==> src/rtl/pc_sequencer.sv <==
`default_nettype none
// ============================================================================
// Module   : pc_sequencer
// Purpose  : Control FSM for the program-counter datapath, the stack /
//            scratch-RAM push-pop handshake and the interrupt-enable flag.
//            States INIT -> FETCH -> EXEC (-> INTR) -> FETCH ...
//            Outputs are decoded combinationally from the current state
//            (and from the opcode and flags while in EXEC).
// Revision : 1.0  initial release
// ============================================================================
module pc_sequencer (
  input  logic       CLK,
  input  logic       RST,
  input  logic [4:0] OPCODE_HI_5,
  input  logic [1:0] OPCODE_LO_2,
  input  logic       C_FLAG,
  input  logic       Z_FLAG,
  input  logic       INTR,
  output logic       PC_RST,
  output logic       PC_INC,
  output logic       PC_LD,
  output logic [1:0] PC_MUX_SEL,
  output logic       SP_INCR,
  output logic       SP_DECR,
  output logic       SCR_WE,
  output logic       SCR_DATA_SEL,
  output logic [1:0] SCR_ADDR_SEL,
  output logic       FLG_SHAD_LD,
  output logic       FLG_LD_SEL,
  output logic       I_FLAG
);

  typedef enum logic [1:0] {
    ST_INIT  = 2'd0,
    ST_FETCH = 2'd1,
    ST_EXEC  = 2'd2,
    ST_INTR  = 2'd3
  } state_t;

  // Seven-bit opcode = {instr[17:13], instr[1:0]}
  localparam logic [6:0] C_OP_BRN   = 7'b0010000;
  localparam logic [6:0] C_OP_CALL  = 7'b0010001;
  localparam logic [6:0] C_OP_BREQ  = 7'b0010010;
  localparam logic [6:0] C_OP_BRNE  = 7'b0010011;
  localparam logic [6:0] C_OP_BRCS  = 7'b0010100;
  localparam logic [6:0] C_OP_BRCC  = 7'b0010101;
  localparam logic [6:0] C_OP_RET   = 7'b0110010;
  localparam logic [6:0] C_OP_SEI   = 7'b0110100;
  localparam logic [6:0] C_OP_CLI   = 7'b0110101;
  localparam logic [6:0] C_OP_RETID = 7'b0110110;
  localparam logic [6:0] C_OP_RETIE = 7'b0110111;

  localparam logic [1:0] C_SEL_IMM   = 2'd0;
  localparam logic [1:0] C_SEL_STACK = 2'd1;
  localparam logic [1:0] C_SEL_VEC   = 2'd2;

  localparam logic [1:0] C_ADDR_SP    = 2'd2;
  localparam logic [1:0] C_ADDR_SP_M1 = 2'd3;

  state_t     state_q, state_d;
  logic       ie_q, ie_d;
  logic [6:0] w_opcode;

  assign w_opcode = {OPCODE_HI_5, OPCODE_LO_2};
  assign I_FLAG   = ie_q;

  // Output decode plus next-state / next-IE computation.
  always_comb begin
    PC_RST       = 1'b0;
    PC_INC       = 1'b0;
    PC_LD        = 1'b0;
    PC_MUX_SEL   = C_SEL_IMM;
    SP_INCR      = 1'b0;
    SP_DECR      = 1'b0;
    SCR_WE       = 1'b0;
    SCR_DATA_SEL = 1'b0;
    SCR_ADDR_SEL = 2'd0;
    FLG_SHAD_LD  = 1'b0;
    FLG_LD_SEL   = 1'b0;
    ie_d         = ie_q;
    state_d      = state_q;

    case (state_q)
      ST_INIT: begin
        PC_RST  = 1'b1;
        state_d = ST_FETCH;
      end

      // PC is bumped here so that PC_COUNT in EXEC is the return address.
      ST_FETCH: begin
        PC_INC  = 1'b1;
        state_d = ST_EXEC;
      end

      ST_EXEC: begin
        case (w_opcode)
          C_OP_BRN:  PC_LD = 1'b1;
          C_OP_BREQ: PC_LD = Z_FLAG;
          C_OP_BRNE: PC_LD = ~Z_FLAG;
          C_OP_BRCS: PC_LD = C_FLAG;
          C_OP_BRCC: PC_LD = ~C_FLAG;
          C_OP_CALL: begin
            PC_LD        = 1'b1;
            SCR_WE       = 1'b1;
            SCR_DATA_SEL = 1'b1;
            SCR_ADDR_SEL = C_ADDR_SP_M1;
            SP_DECR      = 1'b1;
          end
          C_OP_RET, C_OP_RETID, C_OP_RETIE: begin
            PC_LD        = 1'b1;
            PC_MUX_SEL   = C_SEL_STACK;
            SCR_ADDR_SEL = C_ADDR_SP;
            SP_INCR      = 1'b1;
            // RETID/RETIE also restore the flags saved at interrupt entry.
            if (w_opcode != C_OP_RET) begin
              FLG_LD_SEL = 1'b1;
              ie_d       = w_opcode[0];
            end
          end
          C_OP_SEI: ie_d = 1'b1;
          C_OP_CLI: ie_d = 1'b0;
          default: ;
        endcase
        // Interrupt gating uses the post-instruction IE value.
        state_d = (INTR && ie_d) ? ST_INTR : ST_FETCH;
      end

      // Interrupt entry: push current PC, jump to vector, shadow flags.
      ST_INTR: begin
        PC_LD        = 1'b1;
        PC_MUX_SEL   = C_SEL_VEC;
        SCR_WE       = 1'b1;
        SCR_DATA_SEL = 1'b1;
        SCR_ADDR_SEL = C_ADDR_SP_M1;
        SP_DECR      = 1'b1;
        FLG_SHAD_LD  = 1'b1;
        ie_d         = 1'b0;
        state_d      = ST_FETCH;
      end

      default: state_d = ST_INIT;
    endcase
  end

  // State and interrupt-enable registers with synchronous reset.
  always_ff @(posedge CLK) begin
    if (RST) begin
      state_q <= ST_INIT;
      ie_q    <= 1'b0;
    end else begin
      state_q <= state_d;
      ie_q    <= ie_d;
    end
  end

endmodule
`default_nettype wire

==> config.mk <==
export PLATFORM = sky130hd
export DESIGN_NAME = pc_sequencer
export DESIGN_NICKNAME = d
export VERILOG_FILES = /design/src/rtl/pc_sequencer.sv
export SDC_FILE = /design/constraint.sdc
export NUM_CORES = 1
export LEC_CHECK = 0
export CAP_MARGIN = 20
export CORE_AREA = 10 10 47 49
export DETAILED_ROUTE_END_ITERATION = 8
export DIE_AREA = 0 0 57 59
export GPL_ROUTABILITY_DRIVEN = 0
export GPL_TIMING_DRIVEN = 0
export PLACE_DENSITY = 0.68
export SYNTH_ARGS = -nofsm -noshare
export SYNTH_HDL_FRONTEND = slang
export SYNTH_SLANG_ARGS = --single-unit
export TNS_END_PERCENT = 5
==> constraint.sdc <==
create_clock -name CLK -period 4.61 [get_ports CLK]
set_input_delay 0.922 -clock CLK [delete_from_list [all_inputs] [get_ports CLK]]
set_output_delay 0.922 -clock CLK [all_outputs]
set_load 0.01 [all_outputs]
==> results of run 1 <==
-- routing by layer --
| metal | GRT usage (%) | part of all wire (%) | vias to the layer above | routed length [µm] |
|---|---|---|---|---|
| met5 | 0 | 0 | - | 0 |
| li1 | - | - | 230 | - |
| met4 | 5.03 | 0 | 0 | 0 |
| met2 | 11.9 | 50 | 13 | 602 |
| met1 | 7.07 | 40 | 180 | 484 |
| met3 | 3.65 | 9.3 | 0 | 111 |
-- kinds of logic (layout without fill, tap and decap cells) --
| logic type | count (synthesis) | count (layout) | synth area share, % |
|---|---|---|---|
| DFF | 3 | 3 | 14.5 |
| muxes | 1 | 1 | 2.42 |
| and+or+nand+nor | 21 | 21 | 34.4 |
| xor gates and xnor gates | 1 | 1 | 2.12 |
| buffers and inverters | 8 | 36 | 11.2 |
| AOI/OAI and AO/OA | 11 | 11 | 20.2 |
| adders and majority gates | 5 | 5 | 15.1 |
-- layout make-up --
class	count	area share, %
clock buffer	4	3.75
tap	16	2.86
multi-input combinational	39	43.9
buffer	5	5.00
sequential	3	8.57
inverter	3	1.61
timing repair buffer	24	34.3
-- synthesized netlist by cell type --
| cell | n |
|---|---|
| o21bai_1 | 1 |
| nand2_1 | 2 |
| inv_2 | 1 |
| a21oi_1 | 2 |
| nand3_1 | 2 |
| o21ai_0 | 1 |
| buf_2 | 1 |
| o21ba_2 | 1 |
| a31oi_1 | 2 |
| dfxtp_1 | 3 |
| nor3b_1 | 2 |
| and2b_2 | 1 |
| a2bb2oi_2 | 1 |
| nand2b_1 | 1 |
| nor4b_4 | 1 |
| xnor2_1 | 1 |
| inv_1 | 2 |
| and4bb_1 | 1 |
| o221ai_1 | 1 |
| nor3_2 | 1 |
| nor2_1 | 7 |
| o22ai_1 | 1 |
| ha_1 | 5 |
| or3b_1 | 1 |
| and2b_1 | 1 |
| a21o_2 | 1 |
| nor2b_1 | 1 |
| mux2i_1 | 1 |
| buf_4 | 4 |
-- power breakdown --
part           switching [mW]  internal, mW
Combinational          0.0655        0.0885
Clock                  0.0145        0.0325
Sequential            0.00779        0.0357
-- worst register-to-register path, stage by stage (launching register included) --
cell       delay (ps)
dfxtp_1           330
inv_1              90
ha_1              220
inv_2              70
a31oi_1           180
a2bb2oi_2         190
nor3_2             60
-- path summary, 6_finish.rpt --
path	startpoint	endpoint	slack, ps	depth (start not counted)
worst max register to register	state_q[0]	I_FLAG	3360	6
worst max-delay path	OPCODE_LO_2[0]	SP_DECR	890	6
worst min register to register	I_FLAG	I_FLAG	530	2
worst min-delay path	I_FLAG	I_FLAG	530	2
-- state kept, by name (all words and copies together) (netlist names) --
signal / count
I_FLAG: 1
state_q: 2
-- cells in the final DEF (no fill, tap or decap), types with 2 or more instances in the layout --
cell type        instances
clkdlybuf4s50_1         24
nor2_1                   7
ha_1                     5
buf_4                    4
dfxtp_1                  3
clkbuf_4                 3
inv_1                    2
nor3b_1                  2
nand2_1                  2
nand3_1                  2
a21oi_1                  2
a31oi_1                  2
-- through the flow --
| step | area, µm² | util (%) | hold WS, ps | power [mW] |
|---|---|---|---|---|
| floorplan | 414 | - | 544 | 0.127 |
| global placement | 674 | 48.1 | 511 | 0.199 |
| detailed placement | 674 | 48.1 | 516 | 0.199 |
| CTS | 701 | 50.0 | 530 | 0.250 |
| global route | 701 | 50.0 | 549 | 0.265 |
| finish | 701 | 50.0 | 526 | 0.245 |
==> qor.txt, run 1 <==
Status: finished clean
Largest delay share family, worst path: buffers and inverters
GRT Resource Usage Total: 7.28%
Post-cts sizing count: 0
CTS tree: done
GRT Residual Overflow: 0
Core area: 1400 µm²
Maximum VDD drop: 0.229 mV
PD cells: 349 nW/µm²
Worst path max stage delay: 590 ps
Hpwl dp: 975 µm
F_max: 0.268 GHz
Setup violations, final: 0
Die X: 57 µm
Worst Slack Setup Final: 885 ps
Crit. End Element: primary output
CP Launch Type: input port
Post-Place Worst Slack: 890 ps
# IOs: 26
DR vias/cell: 4.50
# diodes: 0
Number of synthesized register bits: 3
WL final: 1200 µm
CTS Buffer Depth: 2
Total clock sinks: 3
DIE HEIGHT: 59 µm
Unrepaired setup endpoints after global routing: no
Worst Path Buf+Inv: 3
FF/Latch Area: 60.1 µm²
Drt first pass iters: 2
Clock period minus worst slack: 3720 ps
First-pass GRT wire length: 1960 µm
Root buf cell: clkbuf_4
Setup TNS: 0 ps
Fin cells: 94
Initial antenna violation count: 0
Critical path's slowest cell: clkdlybuf4s50_1
Post-route DRC violation count: 0
DR iter-0 viols: 4
Crit Path Max Fanout: 7
DR vias: 423
Rel. slew slack: 80.1%
Placed cell count: 90
Num CTS Buffers: 3
Final ANT Viol Nets: 0
Clock Skew: 5.74 ps
Layout filler cell count: 156
Vias in the first global route: 446
Syn nets: 67
Footprint of the multi-input gates: 308 µm²
Mean Syn Cell Area: 8.28 µm²
Slew @ Worst Pin: 298 ps
Pin count of the biggest net entering global routing: 10
Synth area leader: ha_1
Crit-path cells: clkdlybuf4s50_1 -> and2b_2 -> nor3b_1 -> a21o_2 -> buf_4 -> clkdlybuf4s50_1
Final nets: 96
Share of cells above drive strength 1: 19.2%
Cell leakage power: 0.292 nW
Starting Density: 29.6%
Post-synth top area share: 15.1%
Hold-fix buffers, CTS: 0
Required time worst endpoint: 3690 ps
Area delta synth->final: 69.2%
Mapped Cells: 50
Hold Vio Cnt, Final: 0
Routed len/inst: 12.8 µm
Seq/Total Area, Yosys: 14.5%
Skew-Pair Late Insertion Delay: 240 ps
Final period util: 80.8%
Clock transition at path regs: 40 ps
Final Max Tran Viols: 0
Crit Path Category: in -> out
Max Cap Viol: 0
Hold Crit Class: reg -> reg
Die ar.: 3360 µm²
Number of port buffers: 24
# Post-CTS Setup Buffers: 0
Num rows: 14
Synth Warn #: 0
Netlist Area Pre-Place: 414 µm²
Crit path top cell by count: clkdlybuf4s50_1
Htree depth: 1
Synth area leaders: ha_1 (15%), dfxtp_1 (15%), buf_4 (7.3%), nor2_1 (6.3%), nor4b_4 (5.7%)
Yosys cell types: 29
Worst Path Arrival: 2800 ps
(Power assumes the default switching activity.)
==> inputs of run 2 (changes only) <==
Settings changed: CORE_AREA 10 10 47 49 to not set, CORE_MARGIN set to 10, CORE_UTILIZATION set to 31, DIE_AREA 0 0 57 59 to not set, PLACE_DENSITY 0.68 to 0.7.
Clock period 4.61 ns to 3.4 ns, I/O delays scaled along.
==> run 2 against run 1 <==
Against the previous run: register-to-register slack got worse by 1300 ps; sequential share of layout area about the same; die area decreased by 4.9%; critical endpoint unchanged; largest cell class unchanged; via count increased by 4.3%; final area decreased by 0.18%; utilization increased by 4.4 points.
==> qor.txt, run 2 (same netlist as run 1, synthesis figures left out) <==
Status: finished clean
Commonest non-fill, non-tap cell in the layout: clkdlybuf4s50_1
# Post-CTS Setup Buffers: 0 (unchanged)
Reg-to-reg endpoint: I_FLAG
Required time worst endpoint: 2720 ps (-970 ps)
Critical path's slowest cell: clkdlybuf4s50_1
Rel. slew slack: 79.7% (-0.33 points)
Worst Path Arrival: 2580 ps (-220 ps)
Sequential power share: 17.9% (about the same)
# IOs: 26 (unchanged)
Final core occ: 54.4% (+4.4 points)
Layout filler cell count: 131 (-16%)
Worst Hold End: I_FLAG
Top reg by flops: state_q
Clock power share: 18.7% (-0.5 points)
Die X: 56.6 µm (-0.79%)
Num CTS Buffers: 3 (unchanged)
Clock Skew: 3.90 ps (-1.84 ps)
Hold-fix buffers, CTS: 0 (unchanged)
Final Max Tran Viols: 0 (unchanged)
Drt first pass iters: 3 (+1)
Clock period minus worst slack: 3260 ps
Slew @ Worst Pin: 303 ps (+4.92 ps)
Pin count of the biggest net entering global routing: 10 (unchanged)
Max FFs per register: 2 (unchanged)
Reg2Reg Depth: 6 (unchanged)
Reg2reg setup slack: 2070 ps (-1290 ps)
Root buf cell: clkbuf_4
Share of cells above drive strength 1: 19.2% (unchanged)
Crit-path cells: clkdlybuf4s50_1 -> and2b_2 -> nor3b_1 -> a21o_2 -> buf_4 -> clkdlybuf4s50_1
Post-Place Worst Slack: 146 ps (-744 ps)
Switching Share: 36.6% (+0.72 points)
Max Cap Viol: 0 (unchanged)
Most frequent cells in the layout: clkdlybuf4s50_1 (24), nor2_1 (7), ha_1 (5)
WHS: 524 ps (-1.99 ps)
Vias in the first global route: 463 (+3.8%)
WL final: 1290 µm (+7.6%)
DR vias: 441 (+4.3%)
WHS Path Cells: 2 (unchanged)
Clock transition at path regs: 30 ps (about the same)
Htree depth: 1 (unchanged)
CTS Buffer Depth: 2 (unchanged)
Cell leakage power: 0.292 nW (unchanged)
Int Pwr: 0.213 mW (+36%)
Worst Slack Setup Final: 141 ps (-744 ps)
F_max: 0.307 GHz
GRT Residual Overflow: 0 (unchanged)
Hpwl dp: 1060 µm (+8.5%)
First-pass GRT wire length: 2170 µm (+11%)
Final ANT Viol Nets: 0 (unchanged)
Setup TNS: 0 ps (unchanged)
Area delta synth->final: 68.9%
GRT Resource Usage Total: 8.28% (+1.0 points)
Core area: 1280 µm² (-8.3%)
Post-route DRC violation count: 0 (unchanged)
DR vias/cell: 4.74 (+5.4%)
Initial antenna violation count: 0 (unchanged)
Unrepaired setup endpoints after global routing: no
FF-to-FF Start: state_q[0]
Post-cts sizing count: 0 (unchanged)
Crit. End Element: primary output
Crit Path Category: in -> out
Total clock sinks: 3 (unchanged)
Crit Path Max Fanout: 7 (unchanged)
Die ar.: 3200 µm² (-4.9%)
Skew-Pair Late Insertion Delay: 230 ps (about the same)
CTS tree: done
CP Launch Type: input port
Setup violations, final: 0 (unchanged)
Maximum VDD drop: 0.250 mV (+9.1%)
Hold_sp: I_FLAG
PD cells: 480 nW/µm² (+37%)
Starting Density: 32.2% (+2.7 points)
Routed len/inst: 13.9 µm (+8.7%)
Sw Pwr: 0.123 mW (+40%)
Number of port buffers: 24 (unchanged)
Hold Vio Cnt, Final: 0 (unchanged)
Final nets: 96 (unchanged)
Crit path top cell by count: clkdlybuf4s50_1
DR iter-0 viols: 3 (-1)
Final period util: 95.8%
Total power draw: 0.335 mW (+37%)
Num rows: 13 (-1)
Worst path max stage delay: 600 ps (about the same)
DIE HEIGHT: 56.6 µm (-4.2%)
Hold Crit Class: reg -> reg
Combinational share of power: 63.4% (+0.4 points)
# diodes: 0 (unchanged)
## run 2: cell counts in the layout (fill, tap and decap cells not counted)
Identical to the previous run, type by type.
## run 2: worst max-delay path by stage
stage / start / endpoint / cells after the start
after detailed placement: OPCODE_LO_2[0] / SP_DECR / 6
after floorplan: OPCODE_HI_5[0] / SCR_ADDR_SEL[0] / 4
after CTS: OPCODE_LO_2[0] / SP_DECR / 6
after global routing: OPCODE_LO_2[0] / SP_DECR / 6
after global placement: OPCODE_LO_2[0] / SCR_ADDR_SEL[0] / 6
final: OPCODE_LO_2[0] / SP_DECR / 6
## run 2: power by group through the flow
stage / Clock [mW] / Sequential [mW] / Combinational [mW]
global route: 0.0665 / 0.0621 / 0.235
finish: 0.0628 / 0.0600 / 0.213
CTS: 0.0664 / 0.0598 / 0.218
floorplan: 0 / 0.0593 / 0.113
detailed placement: 0 / 0.0596 / 0.215
global placement: 0 / 0.0588 / 0.211
## run 2: metal layers
layer / global-route usage [%] / vias to the layer above / wire (µm) / share of wire (%)
met1: 7.85 / 194 / 525 / 41
met3: 4.94 / 0 / 170 / 13
met5: 0 / - / 0 / 0
li1: - / 229 / - / -
met2: 13.8 / 18 / 593 / 46
met4: 4.12 / 0 / 0 / 0
## run 2: final cells by class
cell class              instances  area, µm²  area share [%]
plain buffers                   5       35.0            5.01
flip-flops and latches          3       60.1            8.59
multi-input cells              39        308            44.0
well taps                      15       18.8            2.68
repair buffers                 24        240            34.3
inverters                       3       11.3            1.61
clock buffers                   4       26.3            3.76
## run 2: critical path: cells and delay by family
kind	cells	cell delay, ps
AO/OA/AOI/OAI	1	200
buffers and inverters	3	1230
AND/OR/NAND/NOR	2	470
## run 2: per-stage QoR
stage                     cell area, µm²  std cells
after floorplan                      414         50
after global placement               673         89
after detailed placement             673         89
after CTS                            699         93
after global routing                 699         93
final                                699         93
==> inputs of run 3 (changes only) <==
Settings changed: CAP_MARGIN 20 to 10, CELL_PAD_IN_SITES_DETAIL_PLACEMENT set to 1, CELL_PAD_IN_SITES_GLOBAL_PLACEMENT set to 1, CORE_UTILIZATION 31 to 21, SLEW_MARGIN set to 20.
==> run 3 against run 2 <==
Against the previous run: clock-buffer cell count unchanged; sequential share of layout area down 0.18 points; final area up 2.1%; utilization down 17 points; total power up 0.94%; largest power group unchanged; worst hold slack worse by 3.2 ps; wire length up 13%; sequential power down 3%; die area up 30%; combinational power about the same; non-clock buffer count unchanged; highest routed layer is now met4.
==> qor.txt, run 3 (same netlist as run 1, synthesis figures left out) <==
Status: finished clean
Post-cts sizing count: 0 (unchanged)
GRT Resource Usage Total: 7.52% (-0.77 points)
Crit Path Category: in -> out
Worst path max stage delay: 610 ps (about the same)
Slew @ Worst Pin: 315 ps (+11.8 ps)
Combinational share of power: 63.4% (about the same)
Pin count of the biggest net entering global routing: 10 (unchanged)
Clock transition at path regs: 40 ps (about the same)
Initial antenna violation count: 0 (unchanged)
Number of port buffers: 24 (unchanged)
Area delta synth->final: 72.5%
Post-Place Worst Slack: 123 ps (-23.8 ps)
Routed len/inst: 13.8 µm (-0.24%)
Hold-fix buffers, CTS: 0 (unchanged)
CP Launch Type: input port
Post-route DRC violation count: 0 (unchanged)
Required time worst endpoint: 2720 ps (about the same)
Die X: 64.4 µm (+14%)
Worst Slack Setup Final: 128 ps (-13.1 ps)
Drt first pass iters: 2 (-1)
Core area: 1920 µm² (+50%)
CTS tree: done
Max FFs per register: 2 (unchanged)
WHS Path Cells: 2 (unchanged)
Hold Vio Cnt, Final: 0 (unchanged)
Crit path top cell by count: clkdlybuf4s50_1
Critical path depth: 6 (unchanged)
Placed Area: 688 µm² (+2.2%)
Hpwl dp: 1230 µm (+16%)
Setup TNS: 0 ps (unchanged)
Critical path's slowest cell: clkdlybuf4s50_1
Worst Path Buf+Inv: 3 (unchanged)
Die ar.: 4150 µm² (+30%)
Final Max Tran Viols: 0 (unchanged)
Share of cells above drive strength 1: 19.2% (unchanged)
Maximum VDD drop: 0.246 mV (-1.5%)
Total power draw: 0.339 mW (+0.94%)
# IOs: 26 (unchanged)
Sequential power share: 17.3% (-0.6 points)
Commonest non-fill, non-tap cell in the layout: clkdlybuf4s50_1
First-pass GRT wire length: 2480 µm (+14%)
Final instance area: 714 µm² (+2.1%)
Largest delay share family, worst path: buffers and inverters
Htree depth: 1 (unchanged)
Sw Pwr: 0.125 mW (+2.1%)
Starting Density: 21.5% (-11 points)
# diodes: 0 (unchanged)
GRT Residual Overflow: 0 (unchanged)
Total clock sinks: 3 (unchanged)
Switching Share: 37.0% (+0.41 points)
Num CTS Buffers: 3 (unchanged)
DIE HEIGHT: 64.4 µm (+14%)
WL final: 1450 µm (+13%)
Setup violations, final: 0 (unchanged)
DR vias: 456 (+3.4%)
Root buf cell: clkbuf_4
WHS: 521 ps (-3.25 ps)
F_max: 0.306 GHz (-0.40%)
DR iter-0 viols: 1 (-2)
Unrepaired setup endpoints after global routing: no
DR vias/cell: 4.34 (-8.4%)
Max Cap Viol: 0 (unchanged)
Crit Path Max Fanout: 7 (unchanged)
Crit-path cells: clkdlybuf4s50_1 -> and2b_2 -> nor3b_1 -> a21o_2 -> buf_4 -> clkdlybuf4s50_1
Final ANT Viol Nets: 0 (unchanged)
Skew-Pair Late Insertion Delay: 240 ps (about the same)
# Post-CTS Setup Buffers: 0 (unchanged)
Final nets: 96 (unchanged)
Clock power share: 19.3% (+0.6 points)
Int Pwr: 0.213 mW (+0.28%)
Worst Path Arrival: 2590 ps (about the same)
Hold Crit Class: reg -> reg
Rel. slew slack: 78.9% (-0.79 points)
Cell leakage power: 0.292 nW (unchanged)
Clock period minus worst slack: 3270 ps (+13.1 ps)
Num rows: 16 (+3)
Crit. End Element: primary output
Final period util: 96.2% (+0.39 points)
Most frequent cells in the layout: clkdlybuf4s50_1 (24), nor2_1 (7), ha_1 (5)
Top reg by flops: state_q
Reg2Reg Depth: 6 (unchanged)
Clock Skew: 8.89 ps (+4.99 ps)
PD cells: 474 nW/µm² (-1.2%)
Vias in the first global route: 540 (+17%)
CTS Buffer Depth: 2 (unchanged)
run 3: cell counts in the layout (fill, tap and decap cells not counted):
Identical to the previous run, type by type.
run 3: tightest hold or removal path, cell delays in order, from the launching register on:
cell and delay (ps):
dfxtp_1 330, nor2_1 60, nor3_2 90
run 3: routing by layer:
layer	track usage, %	share of wire, %	routed length (µm)
met3	3.09	6.3	91
met2	13.8	56	813
met5	0	0	0
met4	4.01	0.62	9
met1	6.92	37	539
run 3: final timing paths:
path	start	endpoint	slack (ps)
worst max-delay path	OPCODE_LO_2[0]	SP_DECR	130
worst min-delay path	I_FLAG	I_FLAG	520
worst max register to register	state_q[0]	state_q[1]	2130
worst min register to register	I_FLAG	I_FLAG	520
run 3: power by group through the flow:
stage	Clock [mW]	Combinational, mW	Sequential (mW)
after global placement	0	0.212	0.0584
after global routing	0.0725	0.238	0.0615
after detailed placement	0	0.219	0.0592
after CTS	0.0699	0.220	0.0589
final	0.0653	0.215	0.0585
after floorplan	0	0.113	0.0593
run 3: final cells by class:
type,instances,area (µm²)
Sequential cell,3,60.1
Clock buffer,4,26.3
Timing Repair Buffer,24,240
Fill cell,247,1210
Buffer,5,35.0
Tap cell,27,33.8
Inverter,3,11.3
Multi-Input combinational cell,39,308
run 3: per-stage QoR:
stage / instances / util (%)
2_1_floorplan: 50 / -
3_3_place_gp: 101 / 35.8
3_5_place_dp: 101 / 35.8
4_1_cts: 105 / 37.2
5_1_grt: 105 / 37.2
6_report: 105 / 37.2
